===== config.mk =====
export PLATFORM = sky130hd
export DESIGN_NAME = wb_slave_regfile
export DESIGN_NICKNAME = d
export VERILOG_FILES = /design/src/rtl/wb_pkg.sv /design/src/rtl/wb_wait_counter.sv /design/src/rtl/wb_slave_regfile.sv
export SDC_FILE = /design/constraint.sdc
export NUM_CORES = 1
export LEC_CHECK = 0
export CORE_MARGIN = 5
export CORE_UTILIZATION = 40
export DETAILED_ROUTE_END_ITERATION = 10
export GPL_ROUTABILITY_DRIVEN = 0
export REMOVE_ABC_BUFFERS = 1
export SYNTH_ARGS = -nofsm -noshare
export SYNTH_HDL_FRONTEND = slang
export SYNTH_SLANG_ARGS = --single-unit

===== constraint.sdc =====
create_clock -name clk_i -period 2.2 [get_ports clk_i]
set_input_delay 0.44 -clock clk_i [delete_from_list [all_inputs] [get_ports clk_i]]
set_output_delay 0.44 -clock clk_i [all_outputs]
set_load 0.005 [all_outputs]

===== src/rtl/wb_pkg.sv =====
// Shared types and the byte-lane merge helper for the Wishbone register-file slave.
package wb_pkg;

    typedef enum logic [1:0] {
        IDLE = 2'd0,
        WAIT = 2'd1,
        RESP = 2'd2
    } state_t;

    typedef enum logic {
        RETURN_ACK = 1'b0,
        RETURN_ERR = 1'b1
    } ret_t;

    // Widest bus the merge helper supports; callers zero-extend into and truncate out of it.
    localparam int unsigned WB_MAX_DW = 256;
    localparam int unsigned WB_MAX_SW = 256;

    // Lanes whose sel bit is set take new_v, the rest keep old_v.
    function automatic logic [WB_MAX_DW-1:0] sel_merge(
        input logic [WB_MAX_DW-1:0] old_v,
        input logic [WB_MAX_DW-1:0] new_v,
        input logic [WB_MAX_SW-1:0] sel,
        input int unsigned          granule
    );
        logic [WB_MAX_DW-1:0] merged;
        logic [WB_MAX_SW-1:0] lanes;
        int unsigned          cnt;
        merged = '0;
        lanes  = sel;
        cnt    = 0;
        for (int b = 0; b < WB_MAX_DW; b++) begin
            merged[b] = lanes[0] ? new_v[b] : old_v[b];
            cnt++;
            if (cnt == granule) begin
                cnt   = 0;
                lanes = lanes >> 1;
            end
        end
        return merged;
    endfunction

endpackage


===== src/rtl/wb_wait_counter.sv =====
// 4-bit wait-state counter: load a start value, count down, flag zero.
module wb_wait_counter (
    input  logic       clk_i,
    input  logic       rst_i,
    input  logic       load_i,
    input  logic       dec_i,
    input  logic [3:0] load_val_i,
    output logic       zero_o
);

    logic [3:0] cnt_q;
    logic [3:0] cnt_d;

    always_comb begin
        cnt_d = cnt_q;
        if (load_i) begin
            cnt_d = load_val_i;
        end else if (dec_i && (cnt_q != 4'd0)) begin
            cnt_d = cnt_q - 4'd1;
        end
    end

    always_ff @(posedge clk_i) begin
        if (rst_i) begin
            cnt_q <= 4'd0;
        end else begin
            cnt_q <= cnt_d;
        end
    end

    assign zero_o = (cnt_q == 4'd0);

endmodule


===== src/rtl/wb_slave_regfile.sv =====
// Wishbone B4 CSR bank: NUM_REGS byte-selectable registers with wait states, range ERR and
// optional pipelined handshake. Define WB_SLAVE_REGFILE_WP_EN to enable write protection via WP_MASK.
module wb_slave_regfile
    import wb_pkg::*;
#(
    parameter int unsigned          ADDR_WIDTH  = 16,
    parameter int unsigned          DATA_WIDTH  = 32,
    parameter int unsigned          GRANULE     = 8,
    parameter int unsigned          NUM_REGS    = 8,
    parameter int unsigned          BASE_ADDR   = 0,
    parameter int unsigned          WAIT_STATES = 0,
    parameter int unsigned          PIPELINED   = 0,
    parameter logic [NUM_REGS-1:0]  WP_MASK     = '0
) (
    input  logic                             clk_i,
    input  logic                             rst_i,
    input  logic                             cyc_i,
    input  logic                             stb_i,
    input  logic                             we_i,
    input  logic [ADDR_WIDTH-1:0]            adr_i,
    input  logic [DATA_WIDTH/GRANULE-1:0]    sel_i,
    input  logic [DATA_WIDTH-1:0]            dat_i,
    output logic [DATA_WIDTH-1:0]            dat_o,
    output logic                             ack_o,
    output logic                             err_o,
    output logic                             stall_o
);

    localparam int unsigned SEL_WIDTH = DATA_WIDTH / GRANULE;
    localparam int unsigned IDX_W     = (NUM_REGS > 1) ? $clog2(NUM_REGS) : 1;
    localparam logic [ADDR_WIDTH-1:0] BASE = ADDR_WIDTH'(BASE_ADDR);

`ifdef WB_SLAVE_REGFILE_WP_EN
    localparam bit WP_ENABLED = 1'b1;
`else
    localparam bit WP_ENABLED = 1'b0;
`endif

    state_t                  state_q, state_d;
    logic [ADDR_WIDTH-1:0]   adr_q, adr_d;
    logic [SEL_WIDTH-1:0]    sel_q, sel_d;
    logic                    we_q, we_d;
    logic [DATA_WIDTH-1:0]   wdat_q, wdat_d;
    logic [DATA_WIDTH-1:0]   regs_q [NUM_REGS];
    logic [DATA_WIDTH-1:0]   regs_d [NUM_REGS];
    logic                    ack_q, ack_d;
    logic                    err_q, err_d;
    logic [DATA_WIDTH-1:0]   rdat_q, rdat_d;

    logic                    cnt_load, cnt_dec, cnt_zero;
    logic                    enter_resp;
    ret_t                    ret;
    logic [ADDR_WIDTH-1:0]   cur_adr, idx_full;
    logic [SEL_WIDTH-1:0]    cur_sel;
    logic                    cur_we;
    logic [DATA_WIDTH-1:0]   cur_dat;
    logic [IDX_W-1:0]        idx;
    logic                    in_range, wp_hit;
    logic [DATA_WIDTH-1:0]   write_merged, read_masked;

    generate
        if (WAIT_STATES > 0) begin : g_wait
            wb_wait_counter u_wait_counter (
                .clk_i      (clk_i),
                .rst_i      (rst_i),
                .load_i     (cnt_load),
                .dec_i      (cnt_dec),
                .load_val_i (4'(WAIT_STATES - 1)),
                .zero_o     (cnt_zero)
            );
        end else begin : g_no_wait
            assign cnt_zero = 1'b1;
        end
    endgenerate

    // With no wait states the response is decided on the accepting edge itself,
    // so the transfer is described by the live bus rather than the latched copy.
    always_comb begin
        cur_adr  = (state_q == IDLE) ? adr_i : adr_q;
        cur_sel  = (state_q == IDLE) ? sel_i : sel_q;
        cur_we   = (state_q == IDLE) ? we_i  : we_q;
        cur_dat  = (state_q == IDLE) ? dat_i : wdat_q;
        idx_full = cur_adr - BASE;
        idx      = idx_full[IDX_W-1:0];
        in_range = (cur_adr >= BASE) && (idx_full < ADDR_WIDTH'(NUM_REGS));
        wp_hit   = WP_ENABLED && cur_we && WP_MASK[idx];
        write_merged = DATA_WIDTH'(sel_merge(WB_MAX_DW'(regs_q[idx]), WB_MAX_DW'(cur_dat),
                                             WB_MAX_SW'(cur_sel), GRANULE));
        read_masked  = DATA_WIDTH'(sel_merge('0, WB_MAX_DW'(regs_q[idx]),
                                             WB_MAX_SW'(cur_sel), GRANULE));
    end

    always_comb begin
        state_d    = state_q;
        adr_d      = adr_q;
        sel_d      = sel_q;
        we_d       = we_q;
        wdat_d     = wdat_q;
        regs_d     = regs_q;
        ack_d      = 1'b0;
        err_d      = 1'b0;
        rdat_d     = '0;
        cnt_load   = 1'b0;
        cnt_dec    = 1'b0;
        enter_resp = 1'b0;
        ret        = RETURN_ACK;

        case (state_q)
            IDLE: begin
                if (cyc_i && stb_i && !stall_o) begin
                    adr_d  = adr_i;
                    sel_d  = sel_i;
                    we_d   = we_i;
                    wdat_d = dat_i;
                    if (WAIT_STATES == 0) begin
                        enter_resp = 1'b1;
                    end else begin
                        state_d  = WAIT;
                        cnt_load = 1'b1;
                    end
                end
            end
            WAIT: begin
                if (!cyc_i) begin
                    state_d = IDLE;
                end else if (cnt_zero) begin
                    enter_resp = 1'b1;
                end else begin
                    cnt_dec = 1'b1;
                end
            end
            RESP: begin
                state_d = IDLE;
            end
            default: begin
                state_d = IDLE;
            end
        endcase

        // The write commits on the same edge that registers the response.
        if (enter_resp) begin
            state_d = RESP;
            ret     = (!in_range || wp_hit) ? RETURN_ERR : RETURN_ACK;
            if (ret == RETURN_ERR) begin
                err_d = 1'b1;
            end else begin
                ack_d = 1'b1;
                if (cur_we) begin
                    regs_d[idx] = write_merged;
                end else begin
                    rdat_d = read_masked;
                end
            end
        end
    end

    always_ff @(posedge clk_i) begin
        if (rst_i) begin
            state_q <= IDLE;
            adr_q   <= '0;
            sel_q   <= '0;
            we_q    <= 1'b0;
            wdat_q  <= '0;
            ack_q   <= 1'b0;
            err_q   <= 1'b0;
            rdat_q  <= '0;
            for (int i = 0; i < int'(NUM_REGS); i++) begin
                regs_q[i] <= '0;
            end
        end else begin
            state_q <= state_d;
            adr_q   <= adr_d;
            sel_q   <= sel_d;
            we_q    <= we_d;
            wdat_q  <= wdat_d;
            ack_q   <= ack_d;
            err_q   <= err_d;
            rdat_q  <= rdat_d;
            regs_q  <= regs_d;
        end
    end

    // Dropping cyc_i while in RESP withdraws the response that cycle.
    assign ack_o   = ack_q && cyc_i;
    assign err_o   = err_q && cyc_i;
    assign dat_o   = ack_o ? rdat_q : '0;
    assign stall_o = (PIPELINED != 0) && (state_q != IDLE);

endmodule


==> run metrics <==
Avg WL per Cell a little over 20 microns; CP arrival 2.62 ns; Post-Syn Area 0.0162 sq mm; layout cell share with drive strength beyond 1 0.235; failing checks negative setup slack; Inst Count DP 2409; H-tree depth 2; Tmin final 2.20 ns; worst hold path class input port to register; post-detail-place hpwl 32.0 mm; CP Cell Sequence buf_12 > mux2i_4 > buf_12 > nand3_2 > a2111oi_4 > buf_4 > buf_12 > mux2i_1 > o21ai_1; area added between synthesis and finish 34.0%; Antenna diodes 0; iteration-0 DRC count of the detailed router between 900 and 1000; WHS approximately 0.29 ns; initial core utilization 0.406; clk_lat worst skew 0.56 ns; CP Data Required Time 2.62 ns; total CTS buffers 39; PD cells 653 mW/mm^2; Seq cells post-synth 344; Critical-path top delay cell dfxtp_4; Cell Rows 73; Vias approximately 14000; Layout Skew 0.0290 ns; placed inst area 0.0190 sq mm; Worst-Margin Slew 0.694 ns; die area 0.0445 sq mm; final setup vio count 2; Distinct cells, synth 62; Routed WL 51.2 mm; yosys warns 0; global route total overflow 0; Max FO, Critical Path 11; Non-Filler Instances 2536; ys async rst share 0; CP peak stage delay 0.44 ns; # clock sinks 344; syn avg cell area 9.22 sq um; design area about 0.022 sq mm; Buf/Inv on CP 4; VDD IR max about 0.42 mV; CP Capture Type register; Final Power ~14 mW; Synth Instances approximately 1800; Main synth FF type dfxtp_1; DRC 0; Core Util, Final 0.544; Clk pin slew, worst setup/hold paths 0.06 ns; post-route setup slack -0.00192 ns; Hold Fails Final Rpt 0; area share of the largest cell type after synthesis 0.426; clock root buffer clkbuf_16; first-pass GRT wire length 78.3 mm; vias in the first global route between 10000 and 15000; filler instances 3639; largest net degree at the start of global routing a little over 60; Max Cap Violations 0; Top cell by count, worst path buf_12; Startpoint Class register; Hold-fix buffers, CTS 0; IO Port Bufs 90; Die H approximately 210 microns; Slew Limit Fails 0; Setup Crit Path Kind register to register; # IOs between 90 and 100; RSZ-0062 raised after global routing true; outcome finished, violations left; Top delay family on crit path buffers and inverters; final net count 2043; core area approximately 0.04 sq mm; Tcrit/Tclk final 1.00; sequential area share after synthesis 0.426; Post-synth EDFFs 0; Die Span X 211 microns; antenna-violating nets left 0; f_max 454 MHz; TritonRoute pass-1 iters 5; initial antenna violation count 0; Global Route Usage Sum 0.220; CTS tree built; CTS Buffer Depth 3; cell taking the most area after synthesis dfxtp_1; via/cell ratio 5.55; Synth area leaders dfxtp_1, mux2i_1, nand3_1, o21ai_0, nand2_1; leak pwr about 8 nW; Slew HR 0.537
## area by class of cell
| type | instances | area (sq um) | area share |
|---|---|---|---|
| clock buffers | 55 | 1080 | 0.0497 |
| clock inverters | 11 | 158 | 0.00728 |
| inverters | 2 | 12.5 | 0.000578 |
| multi-input cells | 1263 | 9130 | 0.422 |
| flip-flops and latches | 344 | 6890 | 0.318 |
| well taps | 525 | 657 | 0.0303 |
| repair buffers | 336 | 3730 | 0.172 |
## final timing paths
kind / slack [ns] / endpoint / start / cells past startpoint
worst min-delay path: 0.29 / wdat_q[2]$_SDFFE_PP0P_ / rst_i / 2
worst max register to register: -0.002 / regs_q[167]$_SDFFE_PP0P_ / state_q[1]$_SDFFE_PP0P_ / 9
worst max-delay path: -0.002 / regs_q[167]$_SDFFE_PP0P_ / state_q[1]$_SDFFE_PP0P_ / 9
worst min register to register: 0.45 / wdat_q[0]$_SDFFE_PP0P_ / wdat_q[0]$_SDFFE_PP0P_ / 2
## cells by family after synthesis
kind of cell | synth area share
multiplexers | 0.167
AO/OA/AOI/OAI | 0.183
flip-flops | 0.426
other | 0.000232
AND/OR/NAND/NOR | 0.177
buffers and inverters | 0.0473
## through the flow
| step | TNS, ns | setup WS (ns) |
|---|---|---|
| after floorplan | -1199.54 | -4.21 |
| after global placement | -142.26 | -0.528 |
| after detailed placement | -150.22 | -0.559 |
| after CTS | -0.0122 | -0.0122 |
| after global routing | -6.06 | -0.143 |
| final | -0.00196 | -0.00192 |
## power by group
group	leakage (nW)	total, mW	internal [mW]	switching (mW)
Combinational	4.44	1.49	0.656	0.836
Sequential	2.78	6.31	6.28	0.0307
Clock	0.596	6.35	3.76	2.59
Total	7.81	14.1	10.7	3.45
## synth_stat cells (all sizes together) (8+ instances only)
library cell  count
dfxtp           344
o21ai           269
mux2i           244
nand3           183
nand2           157
clkbuf           92
nor2b            82
a21oi            72
nor2             60
buf              51
and3             34
o22ai            33
nor3             17
mux2             12
o221ai           11
o31ai            11
o311ai           10
o211ai            8
## what timing repair did
action	4_1_cts	5_1_grt
pin swaps	10	44
cloned	9	4
gates resized for setup	53	197
hold endpoints to repair	0	0
setup buffers	21	27
setup endpoints to repair	279	261
## routing by layer
layer | up-vias | global-route usage | part of all wire
met1 | 6859 | 0.285 | 0.45
met5 | - | 0 | 0
met3 | 89 | 0.0337 | 0.043
met2 | 332 | 0.368 | 0.48
met4 | 0 | 0.0883 | 0.031
li1 | 6797 | - | -
## placed cells by master, fill, tap and decap left out, types with 14 or more instances in the layout
cell type	count
a21oi_1	70
and3_1	33
buf_12	51
buf_4	156
buf_6	24
clkbuf_16	43
clkdlybuf4s50_1	67
dfxtp_1	342
dlygate4sd2_1	17
mux2i_1	211
mux2i_2	21
nand2_1	155
nand3_1	180
nor2_1	55
nor2b_1	82
o21ai_0	86
o21ai_1	167
o21ai_2	14
o22ai_1	18
o22ai_2	15
## sequential cells by signal (all words and copies together), names as in the netlist
register / flops
wdat_q: 32
rdat_q: 32
err_q: 1
adr_q: 16
we_q: 1
sel_q: 4
regs_q: 256
state_q: 1
ack_q: 1
No activity file was read; power rests on OpenSTA's default activity.
